--- config.mk ---
export PLATFORM = sky130hd
export DESIGN_NAME = mem_dump_ctrl
export DESIGN_NICKNAME = d
export VERILOG_FILES = /design/src/rtl/mem_dump_ctrl.sv
export SDC_FILE = /design/constraint.sdc
export NUM_CORES = 1
export LEC_CHECK = 0
export BUFFER_PORTS_ARGS = -buffer_cell sky130_fd_sc_hd__buf_2
export CAP_MARGIN = 25
export CORE_AREA = 2 2 122 136
export CTS_CLUSTER_SIZE = 28
export DETAILED_ROUTE_END_ITERATION = 7
export DIE_AREA = 0 0 124 138
export HOLD_SLACK_MARGIN = 0.03
export SYNTH_ARGS = -nofsm -noshare
export SYNTH_HDL_FRONTEND = slang
export SYNTH_SLANG_ARGS = --single-unit
--- constraint.sdc ---
create_clock -name clock -period 2.3 [get_ports clock]
set_input_delay 0.46 -clock clock [delete_from_list [all_inputs] [get_ports clock]]
set_output_delay 0.46 -clock clock [all_outputs]
set_load 0.1 [all_outputs]
--- src/rtl/mem_dump_ctrl.sv ---
// rtl/mem_dump_ctrl.sv - halt-triggered instr/data memory dump controller, optional checksum under DUMP_CHECKSUM_EN
module mem_dump_ctrl #(
    parameter int IMEM_WORDS = 64,
    parameter int DMEM_WORDS = 256,
    parameter int RD_LAT     = 1
) (
    input  logic        clock,
    input  logic        reset,
    input  logic        halt,
    output logic        cpu_stall,
    output logic        dbg_own,
    output logic [31:0] imem_addr,
    output logic [31:0] dmem_addr,
    input  logic [31:0] imem_rdata,
    input  logic [31:0] dmem_rdata,
    output logic        out_valid,
    input  logic        out_ready,
    output logic [31:0] out_data,
    output logic [7:0]  out_index,
    output logic        out_region,
    output logic        done,
    output logic [31:0] checksum
);

    typedef enum logic [2:0] {
        IDLE    = 3'd0,
        ACQUIRE = 3'd1,
        ADDR    = 3'd2,
        WAIT    = 3'd3,
        EMIT    = 3'd4,
        DONE    = 3'd5
    } state_t;

    localparam logic [1:0] LAT_LAST  = 2'(RD_LAT - 1);
    localparam logic [7:0] IMEM_LAST = 8'(IMEM_WORDS - 1);
    localparam logic [7:0] DMEM_LAST = 8'(DMEM_WORDS - 1);

    state_t     state, state_d;
    logic [7:0] index, index_d;
    logic       region, region_d;
    logic [1:0] cnt, cnt_d;
    logic       capture;
    logic       addr_active;

    // Next-state, word sequencing and read-latency counting
    always_comb begin
        state_d  = state;
        index_d  = index;
        region_d = region;
        cnt_d    = cnt;
        capture  = 1'b0;
        case (state)
            IDLE: begin
                if (halt) begin
                    state_d  = ACQUIRE;
                    index_d  = 8'd0;
                    region_d = 1'b0;
                end
            end
            ACQUIRE: state_d = ADDR;
            ADDR: begin
                state_d = WAIT;
                cnt_d   = 2'd0;
            end
            WAIT: begin
                if (cnt == LAT_LAST) begin
                    state_d = EMIT;
                    capture = 1'b1;
                end else begin
                    cnt_d = cnt + 2'd1;
                end
            end
            EMIT: begin
                if (out_ready) begin
                    if (!region) begin
                        state_d = ADDR;
                        if (index == IMEM_LAST) begin
                            region_d = 1'b1;
                            index_d  = 8'd0;
                        end else begin
                            index_d = index + 8'd1;
                        end
                    end else if (index == DMEM_LAST) begin
                        state_d = DONE;
                    end else begin
                        state_d = ADDR;
                        index_d = index + 8'd1;
                    end
                end
            end
            DONE: begin
                if (!halt) state_d = IDLE;
            end
            default: state_d = IDLE;
        endcase
    end

    // The address stays on the bus from ADDR until the word is accepted
    always_comb begin
        addr_active = (state_d == ADDR) || (state_d == WAIT) || (state_d == EMIT);
    end

    // State register; all control outputs registered from the next state
    always_ff @(posedge clock) begin
        if (!reset) begin
            state     <= IDLE;
            index     <= 8'd0;
            region    <= 1'b0;
            cnt       <= 2'd0;
            cpu_stall <= 1'b0;
            dbg_own   <= 1'b0;
            done      <= 1'b0;
            out_valid <= 1'b0;
            imem_addr <= 32'd0;
            dmem_addr <= 32'd0;
            out_data  <= 32'd0;
        end else begin
            state     <= state_d;
            index     <= index_d;
            region    <= region_d;
            cnt       <= cnt_d;
            cpu_stall <= (state_d != IDLE);
            dbg_own   <= (state_d != IDLE) && (state_d != DONE);
            done      <= (state_d == DONE);
            out_valid <= (state_d == EMIT);
            imem_addr <= (addr_active && !region_d) ? {22'd0, index_d, 2'b00} : 32'd0;
            dmem_addr <= (addr_active && region_d)  ? {22'd0, index_d, 2'b00} : 32'd0;
            if (capture) out_data <= region ? dmem_rdata : imem_rdata;
        end
    end

    assign out_index  = index;
    assign out_region = region;

`ifdef DUMP_CHECKSUM_EN
    logic [31:0] sum;

    // Running sum of accepted words, restarted when a dump begins
    always_ff @(posedge clock) begin
        if (!reset) begin
            sum <= 32'd0;
        end else if (state == IDLE && state_d != IDLE) begin
            sum <= 32'd0;
        end else if (state == EMIT && out_ready) begin
            sum <= sum + out_data;
        end
    end

    assign checksum = sum;
`else
    assign checksum = 32'd0;
`endif

endmodule

# Word-level counts from Yosys, hierarchy flattened
# Index checks and enable logic that the tools add are counted.
[word_totals]
out_inout_bits = 141
input_bits = 68
elab_cells = 64
ff_bits = 114
[classes]
add_sub_neg = 2
muxes = 23
reduce_logical = 13
n_eq_ne = 13
[op_table]
columns = ["operator", "n"]
rows = [
  ["8-bit two-way mux", 5],
  ["32-bit two-way mux", 1],
  ["3-bit two-way mux", 6],
  ["3-bit case mux with 6 select lines", 1],
  ["8-bit case mux with 2 select lines", 1],
  ["3-bit by 2-bit equality test with 1-bit output (second input constant)", 4],
  ["3-bit equality test (second input constant)", 4],
  ["8-bit by 1-bit adder with 8-bit output (second input constant)", 1],
  ["8-bit by 6-bit equality test with 1-bit output (second input constant)", 1],
  ["8-bit equality test (second input constant)", 1],
  ["1-bit two-way mux", 6],
  ["2-bit AND reduction", 3],
  ["2-bit case mux with 2 select lines", 1],
  ["3-bit by 1-bit equality test with 1-bit output (second input constant)", 1],
  ["1-bit logical AND", 3],
  ["3-bit zero test", 1],
  ["3-bit != test (second input constant)", 1],
  ["3-bit nonzero test", 1],
  ["2-bit by 1-bit adder with 2-bit output (second input constant)", 1],
  ["2-bit zero test", 1],
  ["1-bit logical OR", 2],
  ["2-bit two-way mux", 1],
  ["2-bit != test (second input constant)", 1],
  ["1-bit case mux with 2 select lines", 1],
  ["other kinds (2)", 2],
]

# Longest topological paths before layout
[depth]
ltp_word = 10
ltp_mapped = 8
depth_no_buf = 7

# Worst setup path after synthesis
# No wires, ideal clock.
[synth_path]
kind = "register -> register"
startpoint = "register index[1], in the netlist out_index[1]"
endpoint = "register dmem_addr[9]"
setup_ns = 0.131
t_required_ns = 2.169
path_stages_with_launch = 8
synth_period_minus_slack_ns = 2.704
arrival_time_ns = 2.572
path_buffers = 1
setup_slack_ns = -0.404
path_cell_list = "dfxtp_1 -> ha_1 -> nand4_1 -> nor4_1 -> nor3_2 -> a21oi_4 -> buf_6 -> nor3_1"
[synth_via]
elab_chain_len = 10
elab_cells_between_ends = 23
classes_between = "add/sub: 1; eq/ne: 5; mux: 13; reduce/logical: 4"
[synth_lines]
columns = ["item", "line", "text"]
rows = [
  ["start: declaration", "39", "logic [7:0] index, index_d;"],
  ["start signal: assignment", "119", "index <= index_d;"],
  ["8-bit equality test", "83", "end else if (index == DMEM_LAST) begin"],
  ["3-bit two-way mux", "83", ""],
  ["3-bit two-way mux", "75", "if (!region) begin"],
  ["3-bit two-way mux", "74", "if (out_ready) begin"],
  ["3-bit case mux with 6 select lines", "52", "case (state)"],
  ["3-bit by 2-bit equality test with 1-bit output", "100", "addr_active = (state_d == ADDR) || (state_d == WAIT) || (state_d == EMIT);"],
  ["1-bit logical OR (2 in a row)", "100", ""],
  ["1-bit logical AND", "127", "dmem_addr <= (addr_active && region_d) ? {22'd0, index_d, 2'b00} : 32'd0;"],
  ["2-bit AND reduction (no line)", "--", ""],
  ["end signal: assignment", "127", ""],
  ["end: declaration", "13", "output logic [31:0] dmem_addr,"],
]
# Several ways; a longest one is shown, not always the timed one.
# A chain may end at the register's enable or synchronous reset.

# Final worst setup path
[layout_path]
startpoint = "register index[0], in the netlist out_index[0]"
endpoint = "register imem_addr[3]"
[layout_via]
elab_chain_len = 10
elab_cells_between_ends = 24
classes_between = "add/sub: 1; eq/ne: 5; mux: 13; reduce/logical: 5"
[layout_lines]
columns = ["item", "line", "text"]
rows = [
  ["8-bit equality test", "83", ""],
  ["3-bit two-way mux", "83", ""],
  ["3-bit two-way mux", "75", ""],
  ["3-bit two-way mux", "74", ""],
  ["3-bit case mux with 6 select lines", "52", ""],
  ["3-bit by 2-bit equality test with 1-bit output", "100", ""],
  ["1-bit logical OR (2 in a row)", "100", ""],
  ["1-bit logical AND", "126", "imem_addr <= (addr_active && !region_d) ? {22'd0, index_d, 2'b00} : 32'd0;"],
  ["2-bit AND reduction (no line)", "--", ""],
  ["end signal: assignment", "126", ""],
  ["end: declaration", "12", "output logic [31:0] imem_addr,"],
]
# Several ways; a longest one is shown, not always the timed one.

==> impl_metrics.py <==
metrics = {
    "status": {
        "status": "complete, no violations",
    },
    "critical_path": {
        "required_ns": 2.50,
        "r2r_start": "out_index[0]$_SDFF_PN0_",
        "critPathKind": "flop to flop",
        "path_max_fanout": 8,
        "critPathMaxStageDelay_ns": 0.45,
        "path_cells": "ha_1 -> and4_4 -> and2_1 -> a32o_1 -> or2_0 -> nor3_1",
        "crit_buf_inv": 0,
        "end_kind": "flop",
        "crit_start": "out_index[0]$_SDFF_PN0_",
        "cp.arrival_ns": 2.23,
        "worstSetupStartpointType": "flop",
        "cp_top_family": "simple AND/OR/NAND/NOR gates",
        "slowest_stage": "or2_0",
    },
    "placement": {
        "dp_hpwl_um": 6250,
        "dpl-instance-area_um2": 4120,
        "post-place-ws_ns": 0.292,
        "place_congestion": 0.872,
        "io_buffers": 128,
    },
    "logic_synthesis": {
        "yosys_register_bits": 66,
        "synth_top_cells_by_area": "dfxtp_1 (37%), buf_4 (17%), mux2i_1 (9.0%)",
        "yosysMostFrequentCell": "buf_4",
        "async_flop_share_pct": 0,
        "synth_edf_count": 0,
        "ys_warn_count": 0,
        "synth_top_area_share_pct": 37.1,
        "netlist_top_cells_count": "buf_4 (82), dfxtp_1 (66), nor2_1 (46)",
        "synth_seq_area_share_pct": 37.1,
        "synthFlopType": "dfxtp_1",
        "syn_area_um2": 3570,
        "synth_cell_type_count": 54,
        "synth_area_leader_cell": "dfxtp_1",
        "synthCells": 391,
        "synth.avg_cell_area_um2": 9.12,
    },
    "sta": {
        "setup_viol": 0,
        "rsz0062_at_grt": "false",
        "fin_crit_sh_pct": 88.1,
        "hold_violations": 0,
        "relSlewSlack_pct": 60.1,
        "clock_skew_ns": 0.00586,
        "slew_viol_final": 0,
        "hold-worst-slack_ns": 0.449,
        "fmax_mhz": 493,
        "setup_ws_ns": 0.273,
        "fin_setup_tns_ns": 0,
        "tightest_slew_ns": 0.598,
        "period_minus_slack_ns": 2.03,
    },
    "clock_tree": {
        "h-tree-depth": 3,
        "cts_inserted_buffers": 9,
        "cts_root_buf": "clkbuf_16",
        "path_clk_slew_ns": 0.06,
        "tritoncts": "yes",
        "cts.sinks": 66,
        "cts_max_path_buffers": 2,
        "hold_buffers": 0,
        "cts_setup_buffers": 0,
        "insertion_delay_ns": 0.33,
        "post_cts_resized": 0,
    },
    "power": {
        "power_mw": 3.82,
        "ir_worst_vdd_uv": 295,
        "power_density_nw_per_um2": 860,
        "p_leak_nw": 1.92,
    },
    "detailed_routing": {
        "vias_per_cell": 4.03,
        "ant_nets": 0,
        "drt_iter0_drc": 95,
        "num_vias": 2913,
        "drt_pass1_iterations": 4,
        "drt-total-wl_um": 8250,
        "drc": 0,
        "wl_per_cell_um": 11.4,
    },
    "layout": {
        "antennaDiodeCount": 0,
        "drive_above_1_share_pct": 34.9,
        "fin_nets": 583,
        "stdcell_area_um2": 4440,
        "syn_to_final_growth_pct": 24.6,
    },
    "floorplan": {
        "die_w_um": 124,
        "num_rows": 49,
        "dieHeight_um": 138,
        "start_util_pct": 22.4,
        "ios": 209,
        "core_um2": 15900,
        "dieArea_um2": 17100,
    },
    "grt": {
        "grt_overflow": 0,
        "grt_antenna_before_repair": 0,
        "grt_max_degree": 65,
        "grt_pass1_wl_um": 12800,
        "grt_usage_pct": 9.62,
        "grt_pass1_vias": 2519,
    },
    "worst_hold_path": {
        "min_path_type": "flop to flop",
        "hold_start": "cnt[1]$_SDFFE_PN0P_",
    },
    "flow_run": {
        "drv_cap": 0,
    },
}
==> placed cells by master (no fill, tap or decap), types with 2 or more instances in the layout <==
cell	netlist	final
clkbuf_16	0	9
clkinvlp_4	0	2
nand4_1	3	3
a21oi_1	9	9
nand3_1	3	3
conb_1	1	80
a211oi_1	32	32
nor4b_1	2	2
buf_2	11	128
nor3_2	10	10
nor2_1	46	45
or3_1	3	3
nor3_1	8	8
and2_1	7	7
bufinv_16	0	2
o22ai_1	4	4
nand2_1	10	10
and3_1	4	4
buf_4	82	5
mux2i_1	32	32
ha_1	2	2
o21ai_0	7	7
dfxtp_2	0	9
dfxtp_1	66	57
inv_1	6	6
a31o_1	3	3
a31oi_1	3	3
==> power breakdown <==
part           switching (mW)  internal, mW  total [mW]  leakage [nW]
Combinational           0.967         0.145        1.11          1.22
Sequential             0.0250          1.18        1.21         0.539
Clock                   0.522         0.979        1.50         0.155
Total                    1.51          2.31        3.82          1.92
==> flip-flops by register name, summed over array words and instances (netlist names) <==
| name | cells |
|---|---|
| out_index | 8 |
| done | 1 |
| dbg_own | 1 |
| out_valid | 1 |
| cpu_stall | 1 |
| state | 3 |
| out_data | 32 |
| imem_addr | 8 |
| dmem_addr | 8 |
| out_region | 1 |
| cnt | 2 |
==> final timing paths <==
| check | to | slack (ns) | cells past startpoint |
|---|---|---|---|
| max | imem_addr[3]$_SDFF_PN0_ | 0.27 | 6 |
| min | cnt[1]$_SDFFE_PN0P_ | 0.45 | 2 |
| max reg2reg | imem_addr[3]$_SDFF_PN0_ | 0.27 | 6 |
| min reg2reg | cnt[1]$_SDFFE_PN0P_ | 0.45 | 2 |
==> worst min-delay path, stage by stage (launching register included) <==
cell and delay [ns]:
dfxtp_1 0.31, nand2_1 0.05, a21oi_1 0.05
==> final cells by class <==
class / instances / area (µm²)
clock buffer: 10 / 239
clock inverter: 6 / 88.8
fill: 1739 / 11500
inverter: 7 / 26.3
multi-input combinational: 295 / 1800
sequential: 66 / 1330
tap: 204 / 255
timing repair buffer: 134 / 698
==> logic make-up (layout without fill, tap and decap cells) <==
family	after synthesis	count (layout)	share of synthesized area, %
AO/OA/AOI/OAI	69	69	14.1
flip-flops	66	66	37.1
buffers and inverters	109	157	20.9
other	1	80	0.105
AND/OR/NAND/NOR	111	111	17.9
adder cells (fa/ha/maj)	3	3	0.982
multiplexers	32	32	8.98
==> per-layer routing <==
metal,wire (µm),GRT usage [%]
met1,3360,11.3
met2,4170,16.2
met3,553,2.48
met4,165,4.44
met5,0,0
==> per-stage QoR <==
| step | cells | utilization, % |
|---|---|---|
| after detailed placement | 706 | 25.8 |
| after global routing | 722 | 27.9 |
| after CTS | 722 | 27.9 |
| after global placement | 706 | 25.8 |
| final | 722 | 27.9 |
| after floorplan | 470 | - |
Power figures use the tool's default switching activity.
